===== config.mk =====
export PLATFORM = sky130hd
export DESIGN_NAME = load_store_unit
export DESIGN_NICKNAME = d
export VERILOG_FILES = /design/src/rtl/load_store_unit_pkg.sv /design/src/rtl/load_store_unit_align.sv /design/src/rtl/load_store_unit.sv
export SDC_FILE = /design/constraint.sdc
export NUM_CORES = 1
export LEC_CHECK = 0
export ABC_AREA = 1
export CORE_UTILIZATION = 30
export CTS_CLUSTER_SIZE = 24
export DETAILED_ROUTE_END_ITERATION = 6
export PLACE_DENSITY = 0.64
export RECOVER_POWER = 25
export SYNTH_ARGS = -nofsm -noshare
export SYNTH_HDL_FRONTEND = slang
export SYNTH_SLANG_ARGS = --single-unit

===== constraint.sdc =====
create_clock -name clk -period 3.8 [get_ports clk]
set_clock_uncertainty 0.1 [all_clocks]
set_input_delay 0.38 -clock clk [delete_from_list [all_inputs] [get_ports clk]]
set_output_delay 0.38 -clock clk [all_outputs]
set_load 0.1 [all_outputs]

===== src/rtl/load_store_unit_pkg.sv =====
// Shared types and constants for the load/store unit: RV32I size codes,
// FSM state encoding and the registered request payload.
package load_store_unit_pkg;

    localparam int unsigned LSU_ADDR_W = 17;

    localparam logic [2:0] F3_B  = 3'b000;
    localparam logic [2:0] F3_H  = 3'b001;
    localparam logic [2:0] F3_W  = 3'b010;
    localparam logic [2:0] F3_BU = 3'b100;
    localparam logic [2:0] F3_HU = 3'b101;

    typedef enum logic {
        ST_IDLE  = 1'b0,
        ST_SPLIT = 1'b1
    } lsu_state_e;

    // Request fields that must survive into the second half of a split access.
    typedef struct packed {
        logic        store;
        logic [2:0]  funct3;
        logic [1:0]  off;
        logic [31:0] wdata;
    } lsu_req_t;

    // Byte mask of the access size, right-aligned; 0 for unknown codes.
    function automatic logic [3:0] size_mask(input logic [2:0] funct3);
        logic [3:0] mask;
        unique case (funct3)
            F3_B, F3_BU: mask = 4'b0001;
            F3_H, F3_HU: mask = 4'b0011;
            F3_W:        mask = 4'b1111;
            default:     mask = 4'b0000;
        endcase
        return mask;
    endfunction

    function automatic logic funct3_legal(input logic store, input logic [2:0] funct3);
        logic ok;
        unique case (funct3)
            F3_B, F3_H, F3_W: ok = 1'b1;
            F3_BU, F3_HU:     ok = !store;
            default:          ok = 1'b0;
        endcase
        return ok;
    endfunction

endpackage


===== src/rtl/load_store_unit_align.sv =====
// Combinational datapath of the load/store unit: byte enables over a
// two-word window, store lane rotation and load extract/extend.
module load_store_unit_align
    import load_store_unit_pkg::*;
(
    input  logic        store,
    input  logic [2:0]  funct3,
    input  logic [1:0]  off,
    input  logic [31:0] wdata,
    input  logic [31:0] word0,
    input  logic [31:0] word1,
    output logic [7:0]  ext,
    output logic        legal,
    output logic [31:0] wdata_rot,
    output logic [31:0] load_data
);

    logic [31:0] low;

    assign legal = funct3_legal(store, funct3);
    assign ext   = {4'b0000, size_mask(funct3)} << off;

    // Store data is rotated so byte 0 lands on lane off; both halves share it.
    always_comb begin
        wdata_rot = wdata;
        unique case (off)
            2'd0: wdata_rot = wdata;
            2'd1: wdata_rot = {wdata[23:0], wdata[31:24]};
            2'd2: wdata_rot = {wdata[15:0], wdata[31:16]};
            2'd3: wdata_rot = {wdata[7:0],  wdata[31:8]};
            default: wdata_rot = wdata;
        endcase
    end

    assign low = 32'({word1, word0} >> {off, 3'b000});

    always_comb begin
        load_data = low;
        unique case (funct3)
            F3_B:    load_data = {{24{low[7]}}, low[7:0]};
            F3_BU:   load_data = {24'h000000, low[7:0]};
            F3_H:    load_data = {{16{low[15]}}, low[15:0]};
            F3_HU:   load_data = {16'h0000, low[15:0]};
            default: load_data = low;
        endcase
    end

endmodule


===== src/rtl/load_store_unit.sv =====
// Load/store unit: issues word accesses to data memory, splits accesses that
// cross a word boundary over two cycles, and returns registered responses.
module load_store_unit
    import load_store_unit_pkg::*;
#(
    parameter int unsigned ADDR_W = LSU_ADDR_W
) (
    input  logic              clk,
    input  logic              rst,
    input  logic              req_valid,
    output logic              req_ready,
    input  logic              req_store,
    input  logic [2:0]        req_funct3,
    input  logic [31:0]       req_addr,
    input  logic [31:0]       req_wdata,
    output logic [3:0]        mem_we,
    output logic [ADDR_W-1:0] mem_r_addr,
    output logic [ADDR_W-1:0] mem_w_addr,
    output logic [31:0]       mem_w_data,
    input  logic [31:0]       mem_r_data,
    output logic              resp_valid,
    output logic              resp_err,
    output logic [31:0]       resp_rdata
);

    localparam logic [ADDR_W-1:0] LAST_WORD = {{(ADDR_W-2){1'b1}}, 2'b00};

    lsu_state_e        state;
    lsu_req_t          req_q;
    lsu_req_t          cur;
    logic [ADDR_W-1:0] w1_q;
    logic [31:0]       word0_q;

    logic              in_split;
    logic              accept;
    logic [ADDR_W-1:0] w0;
    logic [ADDR_W-1:0] w1;
    logic [7:0]        ext;
    logic              legal;
    logic              need_split;
    logic              req_err;
    logic [31:0]       wdata_rot;
    logic [31:0]       load_data;
    logic [31:0]       win_word0;
    logic [31:0]       win_word1;

    assign in_split  = (state == ST_SPLIT);
    assign req_ready = (state == ST_IDLE);
    assign accept    = req_valid && req_ready;

    // In SPLIT the datapath runs from the captured request, otherwise from the live one.
    assign cur = in_split ? req_q
                          : '{store: req_store, funct3: req_funct3,
                              off: req_addr[1:0], wdata: req_wdata};

    assign w0 = {req_addr[ADDR_W-1:2], 2'b00};
    assign w1 = w0 + ADDR_W'(4);

    // Word0 is held so the second read can complete the two-word window.
    assign win_word0 = in_split ? word0_q : mem_r_data;
    assign win_word1 = in_split ? mem_r_data : 32'h0;

    load_store_unit_align u_align (
        .store     (cur.store),
        .funct3    (cur.funct3),
        .off       (cur.off),
        .wdata     (cur.wdata),
        .word0     (win_word0),
        .word1     (win_word1),
        .ext       (ext),
        .legal     (legal),
        .wdata_rot (wdata_rot),
        .load_data (load_data)
    );

    assign need_split = |ext[7:4];
    assign req_err    = (|req_addr[31:ADDR_W]) || !legal
                      || (need_split && (w0 == LAST_WORD));

    assign mem_r_addr = in_split ? w1_q : w0;
    assign mem_w_addr = mem_r_addr;
    assign mem_w_data = wdata_rot;

    always_comb begin
        mem_we = 4'b0000;
        if (rst) begin
            mem_we = 4'b0000;
        end else if (in_split) begin
            mem_we = req_q.store ? ext[7:4] : 4'b0000;
        end else if (accept && !req_err && req_store) begin
            mem_we = ext[3:0];
        end
    end

    always_ff @(posedge clk or posedge rst) begin
        if (rst) begin
            state      <= ST_IDLE;
            req_q      <= '0;
            w1_q       <= '0;
            word0_q    <= '0;
            resp_valid <= 1'b0;
            resp_err   <= 1'b0;
            resp_rdata <= '0;
        end else begin
            resp_valid <= 1'b0;
            resp_err   <= 1'b0;
            resp_rdata <= '0;
            unique case (state)
                ST_IDLE: begin
                    if (req_valid) begin
                        if (req_err) begin
                            resp_valid <= 1'b1;
                            resp_err   <= 1'b1;
                        end else if (need_split) begin
                            state   <= ST_SPLIT;
                            req_q   <= cur;
                            w1_q    <= w1;
                            word0_q <= mem_r_data;
                        end else begin
                            resp_valid <= 1'b1;
                            resp_rdata <= req_store ? 32'h0 : load_data;
                        end
                    end
                end
                ST_SPLIT: begin
                    state      <= ST_IDLE;
                    resp_valid <= 1'b1;
                    resp_rdata <= req_q.store ? 32'h0 : load_data;
                end
                default: state <= ST_IDLE;
            endcase
        end
    end

endmodule

==> impl_metrics.json <==
{
  "status": "finished with violations",
  "violations": "max-capacitance violations, max-slew violations",
  "grt_pass1_vias": 7241,
  "core_area_sq_um": 25100,
  "final_nets": 1350,
  "wl_per_cell_um": 15.7,
  "fillers": 2577,
  "clock.fmax_mhz": 282,
  "worst_hold_path.endpoint": "req_q[19]",
  "via_count": 7747,
  "yosysMostFrequentCell": "nand2_1",
  "crit_start": "in_split",
  "fin_setup_tns_ps": 0,
  "min_path_cells": 2,
  "peakVddDrop_mv": 0.214,
  "cts_tree": "built",
  "max_slew.worst_pin.slew_ps": 1690,
  "via_per_inst": 4.88,
  "crit_path_end_kind": "output port",
  "crit_fanout": 28,
  "slew_headroom_pct": -12.6,
  "yosysSeqAreaShare_pct": 39.2,
  "place_area_sq_um": 10100,
  "synth_compound_area_share_pct": 21.3,
  "path_clk_slew_ps": 60,
  "critical-path-max-stage-delay_ps": 620,
  "synth_area_leaders": "dfrtp_1 (39%), nand2_1 (14%), o21ai_0 (9.9%), inv_1 (4.7%), o21ai_1 (4.3%)",
  "hold_viol_final": 0,
  "synth_simple_gate_area_share_pct": 25.7,
  "crit_required_ps": 3320,
  "critPathLaunchType": "flip-flop",
  "cp_cell_sequence": "nand2_2 -> nand2_4 -> nand2_1 -> buf_4 -> inv_1 -> nand2_1 -> o2111ai_1 -> buf_12",
  "gp_congestion": 0.873,
  "p_leak_nw": 4.90,
  "yosysTopAreaCellShare_pct": 39.2,
  "clk_latency_ps": 420,
  "worstRegToRegCells": 13,
  "antenna_found_initial": 2,
  "die_h_um": 162,
  "synth-xor-area-share_pct": 1.37,
  "worst-setup-path-type": "reg -> out",
  "drtIter0Drc": 740,
  "critPathBufInv": 3,
  "grt_pass1_wl_um": 39100,
  "period_minus_slack_ps": 3550,
  "ant_nets": 0,
  "cts_sinks": 120,
  "fin_crit_sh_pct": 93.3,
  "cap_violations": 1,
  "final_area_sq_um": 10700,
  "root_buffer": "clkbuf_16",
  "r2r-start": "in_split",
  "synth_fa_ha_area_share_pct": 0.164,
  "initial_utilization_pct": 30.5,
  "synth-edff-count": 0,
  "wirelength_um": 25000,
  "htreeDepth": 4,
  "dp_hpwl_um": 18300,
  "synth_mux_area_share_pct": 0.523,
  "crit_family": "buffers and inverters",
  "final_max_slew_viol_count": 121,
  "synth_area_leader_cell": "dfrtp_1",
  "overflow": 0,
  "slowest_stage": "dfrtp_4",
  "syn_area_per_cell_sq_um": 7.03,
  "synth_top_cells_by_count": "nand2_1 (294), o21ai_0 (151), dfrtp_1 (120)",
  "synth_seq_cells": 120,
  "hold_start": "req_q[19]",
  "power.density_nw_per_um2": 376,
  "cts_buffers": 17,
  "synth_ff_type": "dfrtp_1",
  "grt_setup_unrepaired": "false",
  "r2r_end": "req_q[16]",
  "port_buffers": 203,
  "track_usage_pct": 19.4,
  "cp_data_arrival_time_ps": 3070,
  "drive_gt1_share_pct": 14.7,
  "ys_types": 37,
  "clock_path_buffers": 2,
  "crit_top_cell": "nand2_1",
  "synth_warnings": 0,
  "drc": 0,
  "min_path_type": "reg -> reg",
  "rows": 58,
  "async_reset_ff_share_pct": 100,
  "dr.pass1.iters": 5,
  "dieArea_sq_um": 26100,
  "synth_area_sq_um": 7650,
  "r2r_slack_ps": 750,
  "io_pins": 208,
  "area_growth_pct": 39.5,
  "grt_max_degree": 121,
  "fp.dieW_um": 162,
  "synth_top_family_by_area": "simple AND/OR/NAND/NOR gates",
  "setup_viol": 0,
  "cts_setup_buffers": 0,
  "postSynthCellCount": 1088
}
## cells in the final DEF (no fill, tap or decap), types with 3 or more instances in the layout
cell | synthesis | layout
o2111ai_1 | 7 | 7
o211ai_1 | 3 | 3
dfrtp_1 | 120 | 119
clkinvlp_4 | 0 | 4
inv_1 | 96 | 95
o21ai_0 | 151 | 131
nand4_1 | 3 | 3
nand2_4 | 3 | 3
or2_2 | 40 | 40
o22ai_1 | 21 | 21
buf_4 | 27 | 43
clkdlybuf4s50_1 | 0 | 135
xor2_1 | 11 | 11
nand2_2 | 7 | 7
nor2_2 | 7 | 7
inv_2 | 5 | 5
buf_12 | 0 | 38
nor2_1 | 67 | 67
clkinv_1 | 3 | 3
nand3_1 | 21 | 21
nor3_1 | 4 | 4
mux2i_1 | 4 | 4
conb_1 | 1 | 4
clkbuf_16 | 0 | 17
bufinv_16 | 0 | 3
o21ai_1 | 65 | 85
a21oi_1 | 47 | 47
clkbuf_8 | 0 | 4
a31oi_1 | 12 | 12
nand2_1 | 294 | 294
## per-stage QoR
step / util [%] / setup slack (ps) / std cells / hold slack [ps] / total power, mW
3_3_place_gp: 40.1 / 600 / 1557 / 359 / 2.36
2_1_floorplan: - / -697 / 1091 / 346 / 1.98
6_report: 42.5 / 253 / 1589 / 377 / 4.02
3_5_place_dp: 40.1 / 615 / 1557 / 368 / 2.36
5_1_grt: 42.5 / 53.4 / 1589 / 402 / 4.15
4_1_cts: 42.5 / 186 / 1587 / 382 / 4.04
## where the power goes
| group | leakage [nW] | internal [mW] | switching, mW |
|---|---|---|---|
| sequential | 1.64 | 1.28 | 0.000251 |
| combinational | 2.97 | 0.335 | 0.720 |
| clock | 0.287 | 1.09 | 0.588 |
| total | 4.90 | 2.71 | 1.31 |
## sequential cells by signal, indices dropped and copies added, names as in the netlist
name,cells
in_split,1
resp_err,1
resp_valid,1
word0_q,32
req_q,38
w1_q,15
resp_rdata,32
## timing repair
action,CTS,global route
endpoints found under the setup margin,0,1
gates resized for setup,0,1
hold buffers,0,0
## layer usage
metal	share of wire (%)	up-vias	global-route usage, %
met2	46	280	30.3
met3	6.2	45	3.55
met5	0	-	0
met4	3.2	0	8.19
li1	-	3825	-
met1	45	3597	26.2
## cells by family after synthesis
kind of cell             after synthesis
AND/OR/NAND/NOR                      453
flip-flops                           120
adder cells (fa/ha/maj)                1
AO/OA/AOI/OAI                        308
buffers and inverters                189
other                                  1
multiplexers                           4
XOR/XNOR                              12
## worst max-delay path by stage
stage | endpoint | slack (ps) | depth (start not counted)
2_1_floorplan | mem_w_addr[13] | -700 | 8
3_3_place_gp | mem_w_data[29] | 600 | 9
3_5_place_dp | req_q[16] | 610 | 13
4_1_cts | mem_we[1] | 190 | 12
5_1_grt | mem_w_data[13] | 50 | 9
6_report | mem_w_data[29] | 250 | 8
## worst register-to-register path, stage by stage, from the launching register on
cell,delay [ps]
dfrtp_4,620
buf_6,320
nand2_1,140
nand2_4,120
inv_2,180
nand3_1,140
nand2_1,100
nand3_1,150
nand2_2,80
inv_2,80
nand3_4,340
buf_4,380
nand2_1,70
o21ai_0,70
## layout make-up
type	count	area [sq um]	share of cell area [%]
Timing Repair Buffer	219	2460	23.1
Clock inverter	7	118	1.10
Sequential cell	120	3010	28.2
Tap cell	330	413	3.87
Multi-Input combinational cell	782	3770	35.3
Clock buffer	23	488	4.57
Inverter	106	407	3.81
Antenna cell	2	5.00	0.0469
No activity file was read; power rests on OpenSTA's default activity.
